==> src/rtl/idac_pkg.sv <==
// idac_pkg: shared iDAC constants, responder state encoding and code types.
package idac_pkg;
    localparam int IdacTrigger2drDelayCc = 3;
    localparam int IdacCurrentWidth      = 8;
    localparam int IdacCalibrationWidth  = 5;
    typedef enum logic [1:0] {
        IDLE   = 2'd0,
        SETTLE = 2'd1,
        DONE   = 2'd2
    } idac_resp_state_e;
    typedef logic [IdacCurrentWidth-1:0]     idac_curr_t;
    typedef logic [IdacCalibrationWidth-1:0] idac_cal_t;
endpackage

==> src/rtl/idac_settle_counter.sv <==
// idac_settle_counter: loadable down-counter timing the analog settle interval.
//   clk_i, rst_i : clock, synchronous active-high reset
//   clr_i        : forces the count to zero
//   load_i       : loads load_val_i (wins over dec_i)
//   dec_i        : decrements while non-zero
//   zero_o       : the count will be zero after this edge
module idac_settle_counter #(
    parameter int W = 2
) (
    input  logic         clk_i,
    input  logic         rst_i,
    input  logic         clr_i,
    input  logic         load_i,
    input  logic [W-1:0] load_val_i,
    input  logic         dec_i,
    output logic         zero_o
);
    logic [W-1:0] cnt_q, cnt_d;
    always_comb begin
        cnt_d = clr_i ? '0 :
                load_i ? load_val_i :
                (dec_i && cnt_q != '0) ? cnt_q - W'(1) : cnt_q;
    end
    // Looking at the next value lets the FSM reach DONE on the edge the count expires.
    assign zero_o = (cnt_d == '0);
    always_ff @(posedge clk_i) begin
        if (rst_i) cnt_q <= '0;
        else       cnt_q <= cnt_d;
    end
endmodule

==> src/rtl/idac_trigger_responder.sv <==
// idac_trigger_responder: iDAC responder side of the trigger/dr handshake.
//   clk_i, rst_i           : clock, synchronous active-high reset
//   en_i                   : enable; low aborts, zeroes codes, keeps overrun
//   trigger_i              : request strobe, sampled each rising edge
//   current_i, calib_i     : codes captured on an accepted trigger
//   clear_i                : clears overrun_o (a same-cycle drop wins)
//   dr_o, busy_o           : data-ready pulse, conversion in progress
//   overrun_o              : sticky dropped-trigger flag
//   idac_curr_o/cal_o/en_o : registered drive to the analog macro
// Build option IDAC_TRIG_QUEUE_EN adds a one-deep buffer for triggers arriving in SETTLE.
module idac_trigger_responder
    import idac_pkg::*;
#(
    parameter int DelayCc = IdacTrigger2drDelayCc,
    parameter int CurrW   = IdacCurrentWidth,
    parameter int CalW    = IdacCalibrationWidth
) (
    input  logic             clk_i,
    input  logic             rst_i,
    input  logic             en_i,
    input  logic             trigger_i,
    input  logic [CurrW-1:0] current_i,
    input  logic [CalW-1:0]  calib_i,
    input  logic             clear_i,
    output logic             dr_o,
    output logic             busy_o,
    output logic             overrun_o,
    output logic [CurrW-1:0] idac_curr_o,
    output logic [CalW-1:0]  idac_cal_o,
    output logic             idac_en_o
);
    localparam int CntW = $clog2(DelayCc);
    localparam logic [CntW-1:0] LoadVal = CntW'(DelayCc - 1);
    idac_resp_state_e state_q, state_d;
    logic [CurrW-1:0] curr_q, curr_d, src_curr;
    logic [CalW-1:0]  cal_q, cal_d, src_cal;
    logic             overrun_q, overrun_d, en_q;
    logic             in_idle, in_settle, in_done, trig, accept, drop, cnt_zero;
    assign in_idle   = (state_q == IDLE);
    assign in_settle = (state_q == SETTLE);
    assign in_done   = (state_q == DONE);
    assign trig      = trigger_i & en_i;
`ifdef IDAC_TRIG_QUEUE_EN
    logic             pend_v_q, pend_v_d, take_pend, store;
    logic [CurrW-1:0] pend_curr_q, pend_curr_d;
    logic [CalW-1:0]  pend_cal_q, pend_cal_d;
    // A buffered request is replayed in DONE as if it arrived then; a fresh
    // trigger in that same cycle refills the slot being emptied.
    always_comb begin
        take_pend   = en_i & in_done & pend_v_q;
        accept      = take_pend | (trig & (in_idle | in_done));
        store       = trig & ((in_settle & ~pend_v_q) | take_pend);
        drop        = trig & in_settle & pend_v_q;
        src_curr    = take_pend ? pend_curr_q : current_i;
        src_cal     = take_pend ? pend_cal_q : calib_i;
        pend_v_d    = !en_i ? 1'b0 : store ? 1'b1 : take_pend ? 1'b0 : pend_v_q;
        pend_curr_d = store ? current_i : pend_curr_q;
        pend_cal_d  = store ? calib_i : pend_cal_q;
    end
    always_ff @(posedge clk_i) begin
        if (rst_i) begin
            pend_v_q    <= 1'b0;
            pend_curr_q <= '0;
            pend_cal_q  <= '0;
        end else begin
            pend_v_q    <= pend_v_d;
            pend_curr_q <= pend_curr_d;
            pend_cal_q  <= pend_cal_d;
        end
    end
`else
    always_comb begin
        accept   = trig & (in_idle | in_done);
        drop     = trig & in_settle;
        src_curr = current_i;
        src_cal  = calib_i;
    end
`endif
    idac_settle_counter #(.W(CntW)) u_cnt (
        .clk_i      (clk_i),
        .rst_i      (rst_i),
        .clr_i      (~en_i),
        .load_i     (accept),
        .load_val_i (LoadVal),
        .dec_i      (in_settle),
        .zero_o     (cnt_zero)
    );
    always_comb begin
        state_d   = !en_i ? IDLE :
                    accept ? SETTLE :
                    (in_settle & cnt_zero) ? DONE :
                    in_settle ? SETTLE : IDLE;
        curr_d    = !en_i ? '0 : accept ? src_curr : curr_q;
        cal_d     = !en_i ? '0 : accept ? src_cal : cal_q;
        overrun_d = drop | (overrun_q & ~clear_i);
    end
    always_ff @(posedge clk_i) begin
        if (rst_i) begin
            state_q   <= IDLE;
            curr_q    <= '0;
            cal_q     <= '0;
            overrun_q <= 1'b0;
            en_q      <= 1'b0;
        end else begin
            state_q   <= state_d;
            curr_q    <= curr_d;
            cal_q     <= cal_d;
            overrun_q <= overrun_d;
            en_q      <= en_i;
        end
    end
    assign dr_o        = in_done;
    assign busy_o      = in_settle;
    assign overrun_o   = overrun_q;
    assign idac_curr_o = curr_q;
    assign idac_cal_o  = cal_q;
    assign idac_en_o   = en_q;
endmodule

==> config.mk <==
export PLATFORM = sky130hd
export DESIGN_NAME = idac_trigger_responder
export DESIGN_NICKNAME = d
export VERILOG_FILES = /design/src/rtl/idac_pkg.sv /design/src/rtl/idac_settle_counter.sv /design/src/rtl/idac_trigger_responder.sv
export SDC_FILE = /design/constraint.sdc
export NUM_CORES = 1
export LEC_CHECK = 0
export CORE_UTILIZATION = 41
export CTS_BUF_LIST = sky130_fd_sc_hd__clkbuf_2 sky130_fd_sc_hd__clkbuf_4 sky130_fd_sc_hd__clkbuf_8
export CTS_CLUSTER_SIZE = 25
export DETAILED_ROUTE_END_ITERATION = 6
export PLACE_DENSITY = 0.9
export SETUP_SLACK_MARGIN = 0.1
export SYNTH_ARGS = -nofsm -noshare
export SYNTH_HDL_FRONTEND = slang
export SYNTH_SLANG_ARGS = --single-unit
==> constraint.sdc <==
create_clock -name clk_i -period 1.75 [get_ports clk_i]
set_input_delay 0.35 -clock clk_i [delete_from_list [all_inputs] [get_ports clk_i]]
set_output_delay 0.35 -clock clk_i [all_outputs]
set_load 0.01 [all_outputs]
=== Word level (Yosys, flattened, before mapping) ===
Cells that the tools add are included.

* Flip-flop bits (word level): 19
* Bits of input ports: 18
* Output and inout port bits: 17
* Logic and storage cells: 31

* Add/subtract/negate cells: 1
* Eq/ne operators: 2
* Mux-type cells: 6
* Bitwise gates (word level): 9
* Reductions and logical operators: 6

{| class="wikitable"
|+ Operators by type and width
! cell !! count
|-
| $mux 2 || 4
|-
| $and 1x1->1 || 5
|-
| $logic_not 2->1 || 2
|-
| $reduce_or 3->1 || 1
|-
| $eq 2x1->1 const B || 1
|-
| $eq 2x2->1 const B || 1
|-
| $mux 1 || 2
|-
| $not 1->1 || 2
|-
| $or 1x1->1 || 2
|-
| $reduce_bool 2->1 || 1
|-
| $reduce_or 2->1 || 1
|-
| $sub 2x1->2 const B || 1
|-
| $logic_and 1x1->1 || 1
|}

=== Depth between registers and ports, before layout ===
* Depth in word-level cells: 9
* Gate-level depth with buffers: 6
* Gate-level depth less buffers: 5

=== Hierarchy ===
A second synthesis with hierarchy kept.

* Cells, all modules: 93
* Area total of the unflattened synthesis: 770.7 µm²

{| class="wikitable"
|+ By module, submodules not included
! module !! instances !! cells an instance !! area each (µm²) !! sequential area each (µm²)
|-
| idac_trigger_responder || 1 || 76 || 614.3 || 340.3
|-
| idac_settle_counter || 1 || 17 || 156.4 || 40.0
|}

=== Worst setup path after synthesis ===
OpenSTA, ideal clock, no wires.

* Path kind: flip-flop to flip-flop
* Start point: reg u_cnt.cnt_q[1]
* End point: reg state_q[1]
* Setup time: 0.061 ns
* Arrival: 1.445 ns
* Required time: 1.689 ns
* Setup slack: 0.244 ns
* Stages on the path, launching flop included: 6
* Path buffers: 0
* Period minus slack after synthesis: 1.506 ns
* Cells stage by stage: dfxtp_1 -> inv_1 -> ha_1 -> or4bb_1 -> o31ai_4 -> and4_1

* Cells in the longest elaborated chain, start to end: 8
* Elaborated cells on any way between the ends: 9
* Those cells by class: add/sub (1); mux (4); bitwise (1); reduce/logical (3)

{| class="wikitable"
|+ Ends and longest elaborated chain
! what !! RTL line !! text
|-
| start, declared || idac_settle_counter.sv:18 || <nowiki>logic [W-1:0] cnt_q, cnt_d;</nowiki>
|-
| start signal, assigned || idac_settle_counter.sv:28 || <nowiki>else cnt_q <= cnt_d;</nowiki>
|-
| branches (longest 2 deep; another with $sub 2x1->2) || - ||
|-
| $mux 2 * || idac_settle_counter.sv:22 || <nowiki>(dec_i && cnt_q != '0) ? cnt_q - W'(1) : cnt_q;</nowiki>
|-
| $mux 2 * || idac_settle_counter.sv:21 || <nowiki>load_i ? load_val_i :</nowiki>
|-
| $mux 2 * || idac_settle_counter.sv:20 || <nowiki>cnt_d = clr_i ? '0 :</nowiki>
|-
| $logic_not 2->1 * || idac_settle_counter.sv:25 || <nowiki>assign zero_o = (cnt_d == '0);</nowiki>
|-
| $and 1x1->1 * || idac_trigger_responder.sv:91 || <nowiki>(in_settle & cnt_zero) ? DONE :</nowiki>
|-
| $mux 2 * || idac_trigger_responder.sv:91 ||
|-
| end signal, assigned || idac_trigger_responder.sv:105 || <nowiki>state_q <= state_d;</nowiki>
|-
| end, declared || idac_trigger_responder.sv:34 || <nowiki>idac_resp_state_e state_q, state_d;</nowiki>
|}

Every way passes the cells marked *.
A chain may end at the register's enable or synchronous reset.

=== Final worst setup path ===
Ends and elaborated chain as after synthesis.

==> flow_metrics.py <==
metrics = {
    "grt": {
        "grt_use_total_pct": 20.40,
        "antenna_found_initial": 0,
        "grt_max_degree": 14,
        "grt_pass1_vias": 679,
        "grt_first_pass_wirelength_um": 2815,
        "grt_overflow_total": 0,
    },
    "sta": {
        "drv_slew": 0,
        "fmax_mhz": 635.3,
        "rsz0062_at_grt": "no",
        "finalCritPeriodShare_pct": 89.95,
        "finalSetupViolCount": 0,
        "period_minus_slack_ps": 1574,
        "hold_viol": 0,
        "relSlewSlack_pct": 81.40,
        "fin_worst_skew_ps": 2.931,
        "worst_slew_pin_slew_ps": 277.8,
        "fin_setup_tns_ps": 0,
    },
    "clock_tree": {
        "cts_tree": "done",
        "cts.sinks": 19,
        "cts_max_level": 1,
        "cts.clk_slew.worst_paths_ps": 100,
        "post-cts-setup-buffers": 0,
        "clockRootBuffer": "clkbuf_4",
        "clock_latency_ps": 290,
        "numCtsBuffers": 3,
        "cts_buffer_depth": 2,
    },
    "synth": {
        "yosysSeqAreaShare_pct": 50.67,
        "synthesis.area_sq_um": 750.7,
        "synth_edf_count": 0,
        "async_flop_share_pct": 0,
        "syn_inst": 88,
        "synth.distinct_cells": 24,
        "ys_dominant_reg_cell": "dfxtp_1",
        "avgSynthCellArea_sq_um": 8.531,
        "yosysWarnings": 0,
        "ys_ff_latch": 19,
        "syn_nets": 107,
    },
    "floorplan": {
        "core_sq_um": 1727,
        "rows": 15,
        "initial_utilization_pct": 43.48,
        "die_h_um": 44.79,
        "io_pins": 35,
        "die_w_um": 44.79,
        "dieArea_sq_um": 2006,
    },
    "pwr": {
        "peakVddDrop_mv": 0.5444,
        "pwr-share-seq_pct": 56.5,
        "switching_power_mw": 0.1801,
        "comb_power_share_pct": 13.7,
        "p_int_mw": 0.6113,
        "p_leak_nw": 0.4240,
        "switching_share_pct": 22.75,
        "power_density_nw_per_um2": 689.7,
        "clockPowerShare_pct": 29.8,
    },
    "critical_path": {
        "crit_arrival_ps": 1810,
        "setup.worst_path.end_class": "flop",
        "path_max_fanout": 3,
        "path_cells": "inv_1 -> ha_1 -> or4bb_1 -> o31ai_4 -> and4_1",
        "path_class": "flop to flop",
        "critPathMaxStageDelay_ps": 540,
        "worst-endpoint-required_ps": 1990,
        "crit_buf_inv": 1,
        "critPathTopFamily": "simple AND/OR/NAND/NOR gates",
        "rrSetupSlack_ps": 180,
        "cp_slowest_cell": "or4bb_1",
        "start_kind": "flop",
    },
    "min_path": {
        "hold_class": "flop to flop",
    },
    "cells_and_area": {
        "nets": 144,
        "fillers": 149,
        "drive_gt1_share_pct": 9.677,
        "area_growth_pct": 52.83,
        "num_antenna_cells": 0,
        "final_area_sq_um": 1147,
    },
    "drt": {
        "via_count": 713,
        "ant_nets": 0,
        "via_per_inst": 4.785,
        "wirelength_um": 1861,
        "drc": 0,
        "dr.first_iter.drc_count": 9,
        "first_pass_iters": 6,
        "routedWlPerCell_um": 12.49,
    },
    "placed_design": {
        "port_buffers": 34,
        "placed_cell_area_sq_um": 1117,
        "gp_congestion": 0.7997,
        "hpwl_um": 1422,
    },
    "status": {
        "status": "completed",
    },
    "flow_run": {
        "drv_cap": 0,
    },
}
final timing paths:
path                                                  from                         end  cells after the start
worst max-delay path             u_cnt.cnt_q[1]$_SDFF_PP0_       state_q[1]$_SDFF_PP0_                      5
worst min-delay path            idac_cal_o[1]$_SDFFE_PP0P_  idac_cal_o[1]$_SDFFE_PP0P_                      2
worst max register to register   u_cnt.cnt_q[1]$_SDFF_PP0_       state_q[1]$_SDFF_PP0_                      5
worst min register to register  idac_cal_o[1]$_SDFFE_PP0P_  idac_cal_o[1]$_SDFFE_PP0P_                      2
timing repair:
action / 4_1_cts / 5_1_grt
hold buffers: 0 / 0
pin swaps: 0 / 0
setup endpoints to repair: 2 / 1
cloned: 0 / 0
resized for setup: 3 / 1
worst min-delay path, delay by kind of cell, from the launching register on:
kind,cells,cell delay [ps]
AOI/OAI and AO/OA,1,50
DFF,1,320
and+or+nand+nor,1,50
registers in the layout (all words and copies together) (netlist names):
signal,cells
idac_cal_o,5
state_q,2
idac_curr_o,8
idac_en_o,1
u_cnt.cnt_q,2
overrun_o,1
power groups by stage:
stage	clock, mW	sequential (mW)	combinational [mW]
after floorplan	0	0.460	0.0400
final	0.236	0.447	0.108
after global placement	0	0.456	0.106
after global routing	0.255	0.448	0.118
after CTS	0.239	0.447	0.109
after detailed placement	0	0.457	0.109
kinds of logic after synthesis:
family / count (synthesis) / synth area share (%)
AOI/OAI and AO/OA: 20 / 16.83
adders and majority gates: 1 / 1.666
buffers and inverters: 10 / 6.666
DFF: 19 / 50.67
and+or+nand+nor: 38 / 24.17
per-stage QoR:
stage	power (mW)	util (%)	cells	setup WS, ps	hold slack, ps
final	0.7913	66.45	149	175.9	460.8
after global routing	0.8211	66.45	149	120.3	480.2
after CTS	0.7950	66.38	149	134.6	462.0
after detailed placement	0.5657	64.71	145	92.24	447.6
after global placement	0.5626	64.71	145	153.0	443.3
after floorplan	0.5000	-	88	244.4	422.4
cell usage after synthesis, drive strengths merged (3+ instances only):
master	count	area, sq um
buf	3	23.77
a21oi	14	70.07
nor2	3	11.26
nand2	27	101.4
clkbuf	3	11.26
inv	4	15.01
dfxtp	19	380.4
cells in the final DEF (no fill, tap or decap):
cell	n
clkdlybuf4s50_1	32
nand2_1	27
dfxtp_1	17
a21oi_1	14
inv_1	4
clkbuf_4	4
buf_4	4
nor2_1	3
dlygate4sd2_1	2
dfxtp_2	2
and2b_1	1
nor2b_1	1
and3b_1	1
nand3b_1	1
nand2b_1	1
nor3b_2	1
o21ai_0	1
o21a_1	1
o22ai_1	1
or4bb_1	1
o31ai_4	1
o211ai_1	1
and4_1	1
a32oi_1	1
ha_1	1
area by class of cell:
type / count / area [sq um] / area share, %
inverter: 4 / 15.01 / 1.309
clock buffer: 4 / 30.03 / 2.617
sequential: 19 / 382.9 / 33.37
tap: 25 / 31.28 / 2.726
timing repair buffer: 38 / 367.9 / 32.06
multi-input combinational: 59 / 320.3 / 27.92
metal layers:
metal | track usage (%) | part of all wire (%) | up-vias
li1 | - | - | 362
met1 | 20.20 | 38 | 327
met2 | 36.47 | 56 | 20
met3 | 4.800 | 3.5 | 4
met4 | 15.76 | 2.3 | 0
met5 | 0 | 0 | -
No activity file was read; power rests on OpenSTA's default activity.
==> edit 1, RTL diff (same flow settings) <==
Add a define of `IDAC_TRIG_QUEUE_EN`.
--- a/src/rtl/idac_trigger_responder.sv
+++ b/src/rtl/idac_trigger_responder.sv
@@ -10,2 +10,4 @@
 // Build option IDAC_TRIG_QUEUE_EN adds a one-deep buffer for triggers arriving in SETTLE.
+`define IDAC_TRIG_QUEUE_EN
+
 module idac_trigger_responder
Function: changed (a bounded check fails within 4 cycles, from zero or initial values and one cycle with rst_i high).
==> edit 1 against the unedited design <==
- area after synthesis up 110%
- worst hold slack better by 0.0053 ns
- non-clock buffer count up 8
- cell area up 82%
- final cell count is 66% higher
- worst setup slack got worse by 0.029 ns
- power rose by 94%
- maximum frequency down 1.8%
- sequential cell count is 14 higher
- wire length grew 85%
- combinational power is 77% higher
- count of clock-buffer cells in the layout is 2 higher
- clock skew rose by 0.0029 ns
- critical path type is now reg -> out
==> edit 1: results (changes against the unedited design) <==
set qor(status) {finished, final reports clean}
set qor(slew_headroom) 0.6668 ;# -0.1472
set qor(mappedNetlistNets) 177 ;# +65%
set qor(count_of_multi_input_gates) 109 ;# +85%
set qor(dpl_worst_slack_ns) -0.09321 ;# -0.1854 ns
set qor(sequential_to_total_area_share_from_yosys_stat) 0.4258 ;# -0.08086
set qor(routed_wl_um) 3434 ;# +85%
set qor(numCtsBuffers) 5 ;# +2
set qor(finish.cell_count_without_fillers) 248 ;# +66%
set qor(htree_levels) 2 ;# +1
set qor(layout.filler_cells) 309 ;# +110%
set qor(placedCellCount) 240 ;# +66%
set qor(final-clk-cell-share) 0.04124 ;# +0.01507
set qor(placed_cell_area_sq_mm) 0.002007 ;# +80%
set qor(grtUsageMet1) 0.2280 ;# +0.02595
set qor(met1Wirelength_um) 1562 ;# +120%
set qor(first_pass_grt_wire_length_um) 5754 ;# +100%
set qor(globalRouteMet3Util) 0.05978 ;# +0.01178
set qor(layout.non_clock_buffers) 46 ;# +21%
set qor(multi_input_area_share) 0.3873 ;# +0.1082
set qor(netlist_top_cells_area) {dfxtp_1 (43%), mux2i_1 (16%), nand2b_1 (11%)}
set qor(power.static_leakage_nw) 0.8656 ;# +100%
set qor(worst_ir_drop_vdd_mv) 0.4799 ;# -12%
set qor(post_synthesis_compound_gate_area_fraction) 0.1516 ;# -0.01672
set qor(seq_share) 0.3162 ;# -0.01750
-- edit 1: where the power goes --
group	internal [W]	total, W	leakage (nW)	switching [W]
sequential	0.000766	0.000775	0.268	0.00000861
clock	0.000291	0.000567	0.0484	0.000277
combinational	0.000107	0.000191	0.549	0.0000839
total	0.00116	0.00153	0.866	0.000369
-- edit 1: critical path, stage by stage (launching register included) --
cell and delay [ns]:
dfxtp_1 0.33, buf_4 0.14, and2b_2 0.22, dlygate4sd2_1 0.28
-- edit 1: final timing paths --
path	start	to	slack (ns)
setup / recovery	state_q[0]	dr_o	0.15
hold / removal	overrun_o	overrun_o	0.47
setup reg to reg	u_cnt.cnt_q[0]	u_cnt.cnt_q[1]	0.21
hold reg to reg	overrun_o	overrun_o	0.47
-- edit 1: repair_timing --
action / 4_1_cts / 5_1_grt
gates resized for setup: 2 / 2
endpoints found under the setup margin: 2 / 3
buffers inserted: 0 / 0
==> edit 2, RTL diff (same flow settings) <==
Without the edit above. Register the input `clear_i` before use, without a reset. The logic sees it one clock later. The other inputs are not delayed to match. Comments in the files are not updated.
--- a/src/rtl/idac_trigger_responder.sv
+++ b/src/rtl/idac_trigger_responder.sv
@@ -33,2 +33,9 @@
     localparam logic [CntW-1:0] LoadVal = CntW'(DelayCc - 1);
+
+    logic clear_q;
+
+    always_ff @(posedge clk_i) begin
+        clear_q <= clear_i;
+    end
+
     idac_resp_state_e state_q, state_d;
@@ -94,3 +101,3 @@
         cal_d     = !en_i ? '0 : accept ? src_cal : cal_q;
-        overrun_d = drop | (overrun_q & ~clear_i);
+        overrun_d = drop | (overrun_q & ~clear_q);
     end
Formal check against the unedited RTL: not equivalent (Yosys sat finds a counterexample within 4 cycles, from zero or initial values and one cycle with rst_i high).
==> edit 2 against the unedited design <==
- cell area up 3.3%
- sequential cell count up 1
- final cell count up 0.67%
- non-clock buffer count unchanged
- count of clock-buffer cells in the layout unchanged
- sequential power up 4.9%
- wire length down 12%
- area after synthesis up 2.7%
- combinational power about the same
- worst setup slack about the same
- clock power up 9.7%
- maximum frequency about the same
- global-route usage down 2.9 points
- power up 5.6%
==> edit 2: results (changes against the unedited design) <==
set qor(worst_hold_path.num_cells) 2 ;# unchanged
set qor(htree_levels) 1 ;# unchanged
set qor(status) {finished, final reports clean}
set qor(dominantRegCellSynth) {dfxtp_1}
set qor(placed_cell_area_sq_mm) 0.001137 ;# +1.8%
set qor(sequential_to_total_area_share_from_yosys_stat) 0.5195 ;# +0.01281
set qor(rr_worst_depth) 5 ;# unchanged
set qor(power.static_leakage_nw) 0.4376 ;# +3.2%
set qor(async_flop_share) 0 ;# unchanged
set qor(hpwl_um) 1223 ;# -14%
set qor(number_of_global_route_vias_before_repair) 622 ;# -8.4%
set qor(max_slew.worst_pin.slew_ns) 0.2876 ;# +0.009811 ns
set qor(drive_above_1_share) 0.1200 ;# +0.02323
set qor(layout.nets) 145 ;# +0.69%
set qor(layout.filler_cells) 155 ;# +4.0%
set qor(dpl_worst_slack_ns) 0.05854 ;# -0.03370 ns
set qor(largest_reg_flops) 8 ;# unchanged
set qor(routed_wl_um) 1630 ;# -12%
set qor(grt_antenna_before_repair) 0 ;# unchanged
set qor(drtIter0Drc) 13 ;# +4
set qor(sw_frac_of_total) 0.2155 ;# -0.01206
set qor(synth_commonest_cells) {nand2_1 (27), dfxtp_1 (20), a21oi_1 (14)}
set qor(diodes) 0 ;# unchanged
set qor(numCtsBuffers) 3 ;# unchanged
set qor(clk_root_buffer_cell) {clkbuf_4}
set qor(cts.path.max_buffers) 2 ;# unchanged
set qor(synthesis.yosys.warnings) 0 ;# unchanged
set qor(clock-skew-final_ns) 0.009787 ;# +0.006855 ns
set qor(first_pass_grt_wire_length_um) 2601 ;# -7.6%
set qor(finalCoreUtilization) 0.6789 ;# +0.01436
set qor(worst_ir_drop_vdd_mv) 0.4831 ;# -11%
set qor(worst_setup_hold_path_clk_slew_ns) 0.11
set qor(hp-class) {reg -> reg}
set qor(maximum_number_of_pins_on_one_net_before_global_route_repair) 16 ;# +2
set qor(worst-r2r-setup-slack_ns) 0.18 ;# about the same
set qor(netlist_top_cells_area) {dfxtp_1 (52%), nand2_1 (13%), a21oi_1 (9.1%)}
set qor(worst-path-max-fanout) 3 ;# unchanged
set qor(total_via_count_in_the_routed_design) 703 ;# -1.4%
set qor(post_cts_buffers) 0 ;# unchanged
set qor(drt-pass1-iter-count) 4 ;# -2
set qor(timing.critical_path.arrival_ns) 1.81 ;# about the same
set qor(grt_util_all_layers) 0.1751 ;# -0.02890
set qor(mappedNetlistNets) 108 ;# +0.93%
set qor(gp_congestion) 0.7029 ;# -12%
set qor(beginning_of_the_critical_path) {u_cnt.cnt_q[1]}
set qor(clk-insertion-delay-late_ns) 0.30
==> edit 2: cell types whose count changed after synthesis, sizes merged <==
cell | unedited run | this run
dfxtp | 19 | 20
==> edit 2: through the flow <==
| step | total power (W) | instances |
|---|---|---|
| after floorplan | 0.0005247 | 89 |
| after global placement | 0.0005881 | 146 |
| after detailed placement | 0.0005906 | 146 |
| after CTS | 0.0008377 | 150 |
| after global routing | 0.0008764 | 150 |
| final | 0.0008360 | 150 |
==> edit 2: kinds of logic after synthesis <==
logic type,Yosys count,synth area share
AND/OR/NAND/NOR,38,0.2354
AO/OA/AOI/OAI,20,0.1640
flip-flops,20,0.5195
buffers and inverters,10,0.06492
adder cells (fa/ha/maj),1,0.01623
==> edit 2: area by class of cell <==
| cell class | count | share of cell area |
|---|---|---|
| Tap cell | 25 | 0.02640 |
| Timing Repair Buffer | 38 | 0.3105 |
| Multi-Input combinational cell | 59 | 0.2735 |
| Inverter | 4 | 0.01267 |
| Sequential cell | 20 | 0.3464 |
| Clock buffer | 4 | 0.03062 |
==> edit 2: worst min-delay path by stage <==
stage / slack, ns / start / end
6_report: 0.46 / idac_cal_o[3] / idac_cal_o[3]
5_1_grt: 0.48 / clear_i / clear_q
4_1_cts: 0.46 / idac_cal_o[3] / idac_cal_o[3]
3_5_place_dp: 0.45 / idac_cal_o[3] / idac_cal_o[3]
3_3_place_gp: 0.44 / idac_cal_o[4] / idac_cal_o[4]
2_1_floorplan: 0.38 / clear_i / clear_q
==> edit 2: what timing repair did <==
item,4_1_cts,5_1_grt
setup endpoints to repair,2,1
endpoints found under the hold margin,0,0
gates resized for setup,6,3
hold buffers,0,0
==> edit 2: worst max-delay path, cell delays in order (launching register included) <==
cell     delay (ns)
dfxtp_2        0.37
inv_1          0.05
ha_1           0.26
or4bb_4        0.54
o31ai_4        0.09
and4_1         0.21
==> edit 2: power groups by stage <==
stage	clock, W	combinational [W]	sequential (W)
after floorplan	0	0.0000400	0.000485
after global placement	0	0.000107	0.000482
after detailed placement	0	0.000108	0.000482
after CTS	0.000260	0.000109	0.000469
after global routing	0.000287	0.000118	0.000471
final	0.000259	0.000108	0.000469
==> edit 2: metal layers <==
layer	part of all wire	vias to the layer above	global-route usage
met1	0.43	315	0.2252
met4	0.013	0	0.07273
met3	0.033	4	0.02400
met5	0	-	0
li1	-	365	-
met2	0.53	19	0.2928
